## config.mk

```make
export PLATFORM = sky130hd
export DESIGN_NAME = capture_seq
export DESIGN_NICKNAME = d
export VERILOG_FILES = /design/src/rtl/capture_seq.sv
export SDC_FILE = /design/constraint.sdc
export NUM_CORES = 1
export LEC_CHECK = 0
export ABC_CLOCK_PERIOD_IN_PS = 6200
export CORE_AREA = 2 2 148 150
export CTS_BUF_LIST = sky130_fd_sc_hd__clkbuf_4 sky130_fd_sc_hd__clkbuf_8
export CTS_CLUSTER_SIZE = 10
export DETAILED_ROUTE_END_ITERATION = 6
export DIE_AREA = 0 0 150 152
export PLACE_DENSITY_LB_ADDON = 0.15
export SLEW_MARGIN = 0
export SYNTH_ARGS = -nofsm -noshare
export SYNTH_HDL_FRONTEND = slang
export SYNTH_SLANG_ARGS = --single-unit
```

## constraint.sdc

```tcl
create_clock -name sys_clk -period 6.2 [get_ports sys_clk]
set_input_delay 1.24 -clock sys_clk [delete_from_list [all_inputs] [get_ports sys_clk]]
set_output_delay 1.24 -clock sys_clk [all_outputs]
set_load 0.03 [all_outputs]
```

## src/rtl/capture_seq.sv

```systemverilog
// Capture sequencer: arm, pre-trigger fill, post-trigger delay over one or more
// segments, then a word-by-word readback handshake with the output sender.
module capture_seq #(
   parameter int DW  = 32,
   parameter int CW  = 18,
   parameter int SGW = 4
) (
   input  logic           sys_clk,
   input  logic           sys_rst,
   input  logic [31:0]    cfg_data,
   input  logic           wr_read,
   input  logic           wr_delay,
   input  logic           wr_segs,
   input  logic           arm,
   input  logic           run,
   input  logic           finish_now,
   input  logic           sti_valid,
   input  logic [DW-1:0]  sti_data,
   input  logic           out_busy,
   output logic           mem_wr,
   output logic [DW-1:0]  mem_wr_data,
   output logic           mem_last,
   output logic           mem_rd,
   output logic           out_send,
   output logic [SGW-1:0] seg_idx,
   output logic           armed,
   output logic           done
);

   typedef enum logic [2:0] {
      S_IDLE,
      S_SAMPLE,
      S_DELAY,
      S_READ,
      S_SEND,
      S_WAIT
   } state_t;

   state_t         state, state_nx;

   logic [CW-1:0]  read_cnt, delay_cnt;
   logic [SGW-1:0] seg_cnt;
   logic [CW-1:0]  read_act, delay_act;
   logic [SGW-1:0] seg_act;

   logic [CW-1:0]  dly_ctr, dly_ctr_nx;
   logic [CW-1:0]  rd_ctr, rd_ctr_nx;
   logic [SGW-1:0] seg_idx_nx;
   logic           wait_first, wait_first_nx;
   logic           load_act, seg_end, abort;
   logic           wr_nx, last_nx, rd_nx, send_nx, done_nx;

   // Only the low bits of the shared command bus are meaningful here.
   logic           cfg_unused;
   assign cfg_unused = ^cfg_data;

   assign armed = (state == S_SAMPLE) || (state == S_DELAY);

   // Config writes land in shadow registers; they are copied into the active set on arm.
   always_ff @(posedge sys_clk or posedge sys_rst) begin
      if (sys_rst) begin
         read_cnt  <= '0;
         delay_cnt <= '0;
         seg_cnt   <= '0;
      end else begin
         if (wr_read)  read_cnt  <= cfg_data[CW-1:0];
         if (wr_delay) delay_cnt <= cfg_data[CW-1:0];
         if (wr_segs)  seg_cnt   <= cfg_data[SGW-1:0];
      end
   end

   // NOTE: sequential state uses non-blocking assignments so every register samples pre-edge values.
   always_ff @(posedge sys_clk or posedge sys_rst) begin
      if (sys_rst) begin
         state       <= S_IDLE;
         read_act    <= '0;
         delay_act   <= '0;
         seg_act     <= '0;
         dly_ctr     <= '0;
         rd_ctr      <= '0;
         seg_idx     <= '0;
         wait_first  <= 1'b0;
         mem_wr      <= 1'b0;
         // NOTE: the data register is reset (not left free-running) so every output reads 0 in reset.
         mem_wr_data <= '0;
         mem_last    <= 1'b0;
         mem_rd      <= 1'b0;
         out_send    <= 1'b0;
         done        <= 1'b0;
      end else begin
         state      <= state_nx;
         if (load_act) begin
            read_act  <= read_cnt;
            delay_act <= delay_cnt;
            seg_act   <= seg_cnt;
         end
         dly_ctr    <= dly_ctr_nx;
         rd_ctr     <= rd_ctr_nx;
         seg_idx    <= seg_idx_nx;
         wait_first <= wait_first_nx;
         mem_wr     <= wr_nx;
         if (wr_nx) mem_wr_data <= sti_data;
         mem_last   <= last_nx;
         mem_rd     <= rd_nx;
         out_send   <= send_nx;
         done       <= done_nx;
      end
   end

   always_comb begin
      // NOTE: every signal gets a default first so no path can infer a latch.
      state_nx      = state;
      dly_ctr_nx    = dly_ctr;
      rd_ctr_nx     = rd_ctr;
      seg_idx_nx    = seg_idx;
      wait_first_nx = 1'b0;
      load_act      = 1'b0;
      seg_end       = 1'b0;
      abort         = 1'b0;
      wr_nx         = 1'b0;
      last_nx       = 1'b0;
      rd_nx         = 1'b0;
      send_nx       = 1'b0;
      done_nx       = 1'b0;

      case (state)
         S_IDLE: begin
            if (arm) begin
               state_nx   = S_SAMPLE;
               seg_idx_nx = '0;
               load_act   = 1'b1;
            end
         end
         S_SAMPLE: begin
            if (finish_now) begin
               abort = 1'b1;
            end else begin
               wr_nx = sti_valid;
               // A valid run-cycle sample is post-trigger sample 0.
               if (run) begin
                  if (sti_valid && (delay_act == '0)) begin
                     seg_end = 1'b1;
                  end else begin
                     state_nx   = S_DELAY;
                     dly_ctr_nx = sti_valid ? CW'(1) : '0;
                  end
               end
            end
         end
         S_DELAY: begin
            if (finish_now) begin
               abort = 1'b1;
            end else if (sti_valid) begin
               wr_nx = 1'b1;
               if (dly_ctr == delay_act) seg_end = 1'b1;
               else                      dly_ctr_nx = dly_ctr + 1'b1;
            end
         end
         S_READ: begin
            rd_nx    = 1'b1;
            state_nx = S_SEND;
         end
         S_SEND: begin
            send_nx       = 1'b1;
            wait_first_nx = 1'b1;
            state_nx      = S_WAIT;
         end
         S_WAIT: begin
            // The sender only sees out_send during the first WAIT cycle, so busy is meaningless there.
            if (!wait_first && !out_busy) begin
               if (rd_ctr == read_act) begin
                  done_nx  = 1'b1;
                  state_nx = S_IDLE;
               end else begin
                  rd_ctr_nx = rd_ctr + 1'b1;
                  state_nx  = S_READ;
               end
            end
         end
         default: state_nx = S_IDLE;
      endcase

      if (seg_end) begin
         if (seg_idx < seg_act) begin
            seg_idx_nx = seg_idx + 1'b1;
            state_nx   = S_SAMPLE;
         end else begin
            last_nx   = 1'b1;
            rd_ctr_nx = '0;
            state_nx  = S_READ;
         end
      end

      // Abort leaves a marker-only mem_last; the finish_now-cycle sample is not written.
      if (abort) begin
         last_nx   = 1'b1;
         rd_ctr_nx = '0;
         state_nx  = S_READ;
      end
   end

endmodule

```

==> out/qor.yml, run 1 <==
critical_path:
  path_cells: "xor2_1 -> and2_1 -> clkdlybuf4s50_1"
  cp_data_required_time_ps: 4960
  path_buf_inv: 1
  path_delay_family: "buffers and inverters"
  r2r_start: "state[1]$_DFFE_PP0P_"
  crit_fanout: 11
  crit_path_end_kind: "output port"
  startpoint: "state[0]$_DFFE_PP0P_"
  crit_slowest_cell: "clkdlybuf4s50_1"
  startpoint_type: "flop"
  critPathKind: "flop to output port"
  critPathMaxStageDelay_ps: 710
  cp.arrival_ps: 2210
sta:
  fin_crit_sh_pct: 55.6
  tightest_slew_ps: 1030
  hold_violations: 0
  rsz0062_at_grt: "no"
  fin_crit_ps: 3450
  finClkSkew_ps: 10.8
  max_freq_ghz: 0.290
  setup_ws_ps: 2750
  tns_ps: 0
  setup_viol: 0
  slew_viol_final: 0
  maxSlewHeadroom_pct: 31.4
placement:
  dpl_worst_slack_ps: 2580
  dpl.cell_count: 959
  place.gp.congestion: 0.866
  portBuffers: 101
  place_hpwl_um: 11600
synth:
  synth-edff-count: 0
  syn_avg_cell_area_um2: 12.1
  ys_seq_elements: 160
  ys_seq_area_share_pct: 54.8
  syn_area_mm2: 0.00731
  synth_cell_type_count: 49
  ys.flop_type: "dfrtp_1"
  ys_async_sr_fraction_pct: 100
  postSynthCellCount: 605
  synth_fp_nets: 685
  ys_warn_count: 0
finish:
  drive_gt1_share_pct: 22.4
  final_net_count: 778
  final_cell_mix: "dfrtp_1 (160), mux2_2 (109), clkdlybuf4s50_1 (101), xnor2_1 (40)"
  syn2layout_area_growth_pct: 23.0
  instances_no_fill: 991
  diodes: 0
  final_common_cell: "dfrtp_1"
cts:
  cts_hold_buf: 0
  path_clk_slew_ps: 90
  cts-buffers-inserted: 17
  cts_tree: "done"
  clk_latency_ps: 450
  clock-sinks: 160
  cts_max_path_buffers: 2
  clk_root_buffer_cell: "clkbuf_8"
  cts_setup_buffers: 0
  cts_resized: 0
  h-tree-depth: 4
drt:
  wl_per_cell_um: 16.7
  initialDrtViolationCount: 286
  drt_wl_total_um: 16600
  drc_errors: 0
  vias: 5075
  ant_nets: 0
  first_pass_iters: 4
  vias_per_cell: 5.12
hold_path:
  hold_path_startpoint: "delay_cnt[11]$_DFFE_PP0P_"
  min_path_type: "flop to flop"
floorplan:
  ios: 116
  row_count: 54
  die_area_mm2: 0.0228
  die_h_um: 152
  die_w_um: 150
  initial_core_util_pct: 34.2
  core_mm2: 0.0214
grt:
  grt_overflow: 0
  grt_pass1_vias: 5315
  grt_start_max_net_pins: 115
  grt_pass1_wl_um: 27500
  grt_use_total_pct: 15.2
  antenna_found_initial: 0
power_and_ir_drop:
  max-vdd-ir-drop_v: 0.000143
  leakagePower_uw: 0.00359
  p_per_area_mw_per_mm2: 416
flow_run:
  cap_viol_max_count: 0
status:
  outcome: "finished, final reports clean"
## synth_stat cells (2+ instances only)
cell / n / area [um2]
nand2_1: 32 / 120
or3_1: 8 / 50.1
buf_6: 3 / 33.8
ha_1: 6 / 75.1
nor2_1: 23 / 86.3
nor4_1: 5 / 31.3
nand2b_1: 4 / 25.0
and3_1: 9 / 56.3
or4_1: 8 / 60.1
o21ai_0: 33 / 165
a211o_1: 3 / 26.3
nor3_1: 8 / 40.0
buf_2: 8 / 40.0
and3_2: 2 / 15.0
dfrtp_1: 160 / 4000
a21oi_1: 20 / 100
a31oi_1: 8 / 50.1
nor4b_1: 2 / 17.5
clkbuf_1: 18 / 67.6
nor2b_1: 2 / 12.5
inv_1: 11 / 41.3
xor2_1: 3 / 26.3
and2_2: 2 / 15.0
nand3_1: 12 / 60.1
a21o_1: 3 / 22.5
xnor2_1: 40 / 350
o31ai_1: 20 / 150
o41ai_1: 2 / 17.5
a211oi_1: 4 / 30.0
mux2_2: 109 / 1230
mux2i_1: 2 / 20.0
and2_1: 4 / 25.0
nand4_1: 14 / 87.6
a22o_1: 2 / 17.5
## area by class of cell
cell class              count  area, um2
fillers                  2082      12400
flip-flops and latches    160       4000
multi-input cells         403       3110
repair buffers            105       1040
well taps                 280        350
clock buffers              18        241
clock inverters            14        201
inverters                  11       46.3
## worst paths after layout
path / end / slack [ps] / cells after the start
setup / recovery: armed / 2750 / 3
hold / removal: delay_act[11]$_DFFE_PP0P_ / 510 / 1
setup reg to reg: dly_ctr[0]$_DFFE_PP0P_ / 3510 / 6
hold reg to reg: delay_act[11]$_DFFE_PP0P_ / 510 / 1
max in group asynchronous: rd_ctr[15]$_DFF_PP0_ / 3560 / 3
min in group asynchronous: mem_wr_data[25]$_DFFE_PP0P_ / 1390 / 2
## through the flow
step	total power (uW)	util (%)	hold slack (ps)	cell area [um2]
2_1_floorplan	2440	-	446	7310
3_3_place_gp	2890	40.1	477	8550
3_5_place_dp	2920	40.1	490	8550
4_1_cts	3790	42.1	510	8990
5_1_grt	3980	42.1	523	8990
6_report	3740	42.1	505	8990
## state kept, by name (all words and copies together), names as in the netlist, 4 cells and up
signal and count:
read_cnt 18, delay_act 18, delay_cnt 18, seg_act 4, dly_ctr 18, read_act 18, rd_ctr 18, seg_cnt 4
seg_idx 4, mem_wr_data 32
## power breakdown
group	total, uW	internal [uW]	leakage, uW	switching [uW]
logic	1310	657	0.00138	654
clock network	854	451	0.000219	403
registers	1570	1340	0.00199	237
## layer usage
| layer | vias up | global-route usage [%] | wire length (um) |
|---|---|---|---|
| met4 | 0 | 4.76 | 189 |
| met3 | 12 | 4.32 | 1040 |
| met1 | 2535 | 20.8 | 7760 |
| met5 | - | 0 | 0 |
| met2 | 148 | 23.4 | 7590 |
| li1 | 2380 | - | - |
## cell families after synthesis
kind of cell	after synthesis	share of synthesized area [%]
AOI/OAI and AO/OA	99	8.38
xor gates and xnor gates	43	5.15
adders and majority gates	6	1.03
buffers and inverters	42	2.79
DFF	160	54.8
muxes	111	17.1
and+or+nand+nor	144	10.8
No activity file was read; power rests on OpenSTA's default activity.
==> run 2, diff against run 1 <==
--- a/config.mk
+++ b/config.mk
@@ -5,7 +5,7 @@
 export SDC_FILE = /design/constraint.sdc
 export NUM_CORES = 1
 export LEC_CHECK = 0
-export ABC_CLOCK_PERIOD_IN_PS = 6200
+export ABC_CLOCK_PERIOD_IN_PS = 2800
 export CORE_AREA = 2 2 148 150
 export CTS_BUF_LIST = sky130_fd_sc_hd__clkbuf_4 sky130_fd_sc_hd__clkbuf_8
 export CTS_CLUSTER_SIZE = 10
==> constraint.sdc (replaced) <==
create_clock -name sys_clk -period 2.8 [get_ports sys_clk]
set_input_delay 0.56 -clock sys_clk [delete_from_list [all_inputs] [get_ports sys_clk]]
set_output_delay 0.56 -clock sys_clk [all_outputs]
set_load 0.03 [all_outputs]
==> out/qor.yml, run 2 (synthesis results as in run 1) <==
status:
  outcome: "finished, final reports clean"  # unchanged
finish:
  drive_gt1_share_pct: 24.5  # was 22.4%
  fillers: 2052  # was 2082
  final_common_cell: "dfrtp_1"  # unchanged
  register_area_mm2: 0.00401  # was 0.00400 mm2
  final_cell_mix: "dfrtp_1 (158), mux2_2 (109), clkdlybuf4s50_1 (101), xnor2_1 (40)"  # was dfrtp_1 (160), mux2_2 (109), clkdlybuf4s50_1 (101), xnor2_1 (40)
  syn2layout_area_growth_pct: 24.5  # was 23.0%
  final_net_count: 795  # was 778
  multi_input_area_mm2: 0.00311  # unchanged
  instances_no_fill: 1008  # was 991
  final_core_util_pct: 42.6  # was 42.1%
  regMostFlops: "mem_wr_data"  # unchanged
  diodes: 0  # unchanged
  largest_reg_flops: 32  # unchanged
power_and_ir_drop:
  pwr-share-comb_pct: 37.1  # was 35.1%
  p_switching_uw: 2840  # was 1290 uW
  p_int_uw: 5220  # was 2450 uW
  clockPowerShare_pct: 19.8  # was 22.8%
  p_per_area_mw_per_mm2: 885  # was 416 mW/mm2
  switching_share_pct: 35.2  # was 34.6%
  leakagePower_uw: 0.00363  # was 0.00359 uW
  max-vdd-ir-drop_v: 0.000431  # was 0.000143 V
  pwr-share-seq_pct: 43.1  # was 42.1%
critical_path:
  crit_path_end_kind: "output port"  # unchanged
  startpoint_type: "flop"  # unchanged
  startpoint: "state[1]$_DFFE_PP0P_"  # was state[0]$_DFFE_PP0P_
  critPathKind: "flop to output port"  # unchanged
  r2r_start: "state[0]$_DFFE_PP0P_"  # was state[1]$_DFFE_PP0P_
  crit_fanout: 10  # was 11
  cp.arrival_ps: 2090  # was 2210 ps
  cp_data_required_time_ps: 2240  # was 4960 ps
floorplan:
  die_w_um: 150  # unchanged
  core_mm2: 0.0214  # unchanged
  die_area_mm2: 0.0228  # unchanged
  row_count: 54  # unchanged
  ios: 116  # unchanged
  die_h_um: 152  # unchanged
  initial_core_util_pct: 34.2  # unchanged
sta:
  rsz0062_at_grt: "no"  # unchanged
  slew_viol_final: 0  # unchanged
  fin_crit_sh_pct: 94.6
  fin_crit_ps: 2650
  tns_ps: 0  # unchanged
  hold_violations: 0  # unchanged
  maxSlewHeadroom_pct: 64.1  # was 31.4%
  finClkSkew_ps: 11.6  # was 10.8 ps
  setup_viol: 0  # unchanged
  max_freq_ghz: 0.378
  tightest_slew_ps: 537  # was 1030 ps
placement:
  place.gp.congestion: 0.782  # was 0.866
  place_hpwl_um: 12100  # was 11600 um
  dpl.cell_count: 976  # was 959
  portBuffers: 101  # unchanged
grt:
  grt_start_max_net_pins: 49  # was 115
  grt_pass1_vias: 5217  # was 5315
  grt_busiest_layer: "met2"  # unchanged
  use_met2_pct: 23.1  # was 23.4%
  grt_use_total_pct: 15.3  # was 15.2%
  grt_util_met3_pct: 3.42  # was 4.32%
  antenna_found_initial: 0  # unchanged
  grt_pass1_wl_um: 27500  # about the same
  grt_use_met1_pct: 21.9  # was 20.8%
  grt_overflow: 0  # unchanged
drt:
  vias: 5091  # was 5075
  ant_nets: 0  # unchanged
  wl_per_cell_um: 16.6  # was 16.7 um
  initialDrtViolationCount: 312  # was 286
  drt_wl_total_um: 16800  # was 16600 um
  vias_per_cell: 5.05  # was 5.12
  first_pass_iters: 5  # was 4
  drc_errors: 0  # unchanged
cts:
  cts_setup_buffers: 0  # unchanged
  clk_root_buffer_cell: "clkbuf_8"  # unchanged
  cts_max_path_buffers: 2  # unchanged
  cts_tree: "done"  # unchanged
  path_clk_slew_ps: 80  # was 90 ps
  clk_latency_ps: 450  # about the same
  h-tree-depth: 4  # unchanged
  cts-buffers-inserted: 17  # unchanged
  clock-sinks: 160  # unchanged
flow_run:
  cap_viol_max_count: 0  # unchanged
hold_path:
  min_path_type: "primary input to async pin"  # was flop to flop
-- run 2: cell count changes in the layout (fill, tap and decap cells not counted) --
| cell | change |
|---|---|
| buf_4 | +13 |
| inv_6 | -7 |
| clkinvlp_4 | +5 |
| buf_12 | +4 |
| bufinv_16 | -3 |
| clkinv_2 | +2 |
| clkinv_4 | +2 |
| dfrtp_1 | -2 |
| dfrtp_2 | +2 |
| clkbuf_8 | +1 |
-- run 2: area by class of cell --
| type | instances | area share (%) |
|---|---|---|
| Inverter | 11 | 0.495 |
| Clock inverter | 13 | 1.28 |
| Clock buffer | 19 | 2.80 |
| Tap cell | 280 | 3.85 |
| Timing Repair Buffer | 122 | 13.4 |
| Multi-Input combinational cell | 403 | 34.2 |
| Sequential cell | 160 | 44.0 |
-- run 2: critical path, stage by stage, from the launching register on --
cell             delay (ps)
dfrtp_2                 490
xor2_1                  210
and2_1                  240
clkdlybuf4s50_1         700
-- run 2: metrics by stage --
step / hold slack (ps) / total power [uW] / setup WS [ps] / instance area [um2]
final: 425 / 8050 / 152 / 9100
after CTS: 409 / 8170 / 22.4 / 9100
after global placement: 472 / 6480 / 120 / 8730
after detailed placement: 475 / 6540 / 80.1 / 8730
after global routing: 430 / 8580 / 20.2 / 9100
after floorplan: 446 / 5410 / 211 / 7320
-- run 2: metal layers --
layer | up-vias | part of all wire [%]
met4 | 0 | 1.1
met1 | 2525 | 48
met5 | - | 0
met2 | 139 | 44
li1 | 2417 | -
met3 | 10 | 6.4
-- run 2: power groups by stage --
stage	Sequential (uW)	Combinational, uW	Clock, uW
2_1_floorplan	3860	1550	0
6_report	3470	2990	1590
3_3_place_gp	3510	2970	0
5_1_grt	3580	3230	1770
3_5_place_dp	3530	3010	0
4_1_cts	3480	3020	1660
-- run 2: final timing paths --
path	endpoint	slack, ps	depth (start not counted)
max	armed	150	3
min	read_cnt[14]$_DFFE_PP0P_	430	2
max reg2reg	seg_idx[3]$_DFF_PP0_	370	6
min reg2reg	seg_act[0]$_DFFE_PP0P_	490	2
max in group asynchronous	read_act[8]$_DFFE_PP0P_	1750	3
min in group sys_clk	seg_act[0]$_DFFE_PP0P_	490	2
-- run 2: what timing repair did --
action,4_1_cts,5_1_grt
hold buffers,0,0
setup endpoints to repair,0,1
gates resized for setup,0,2
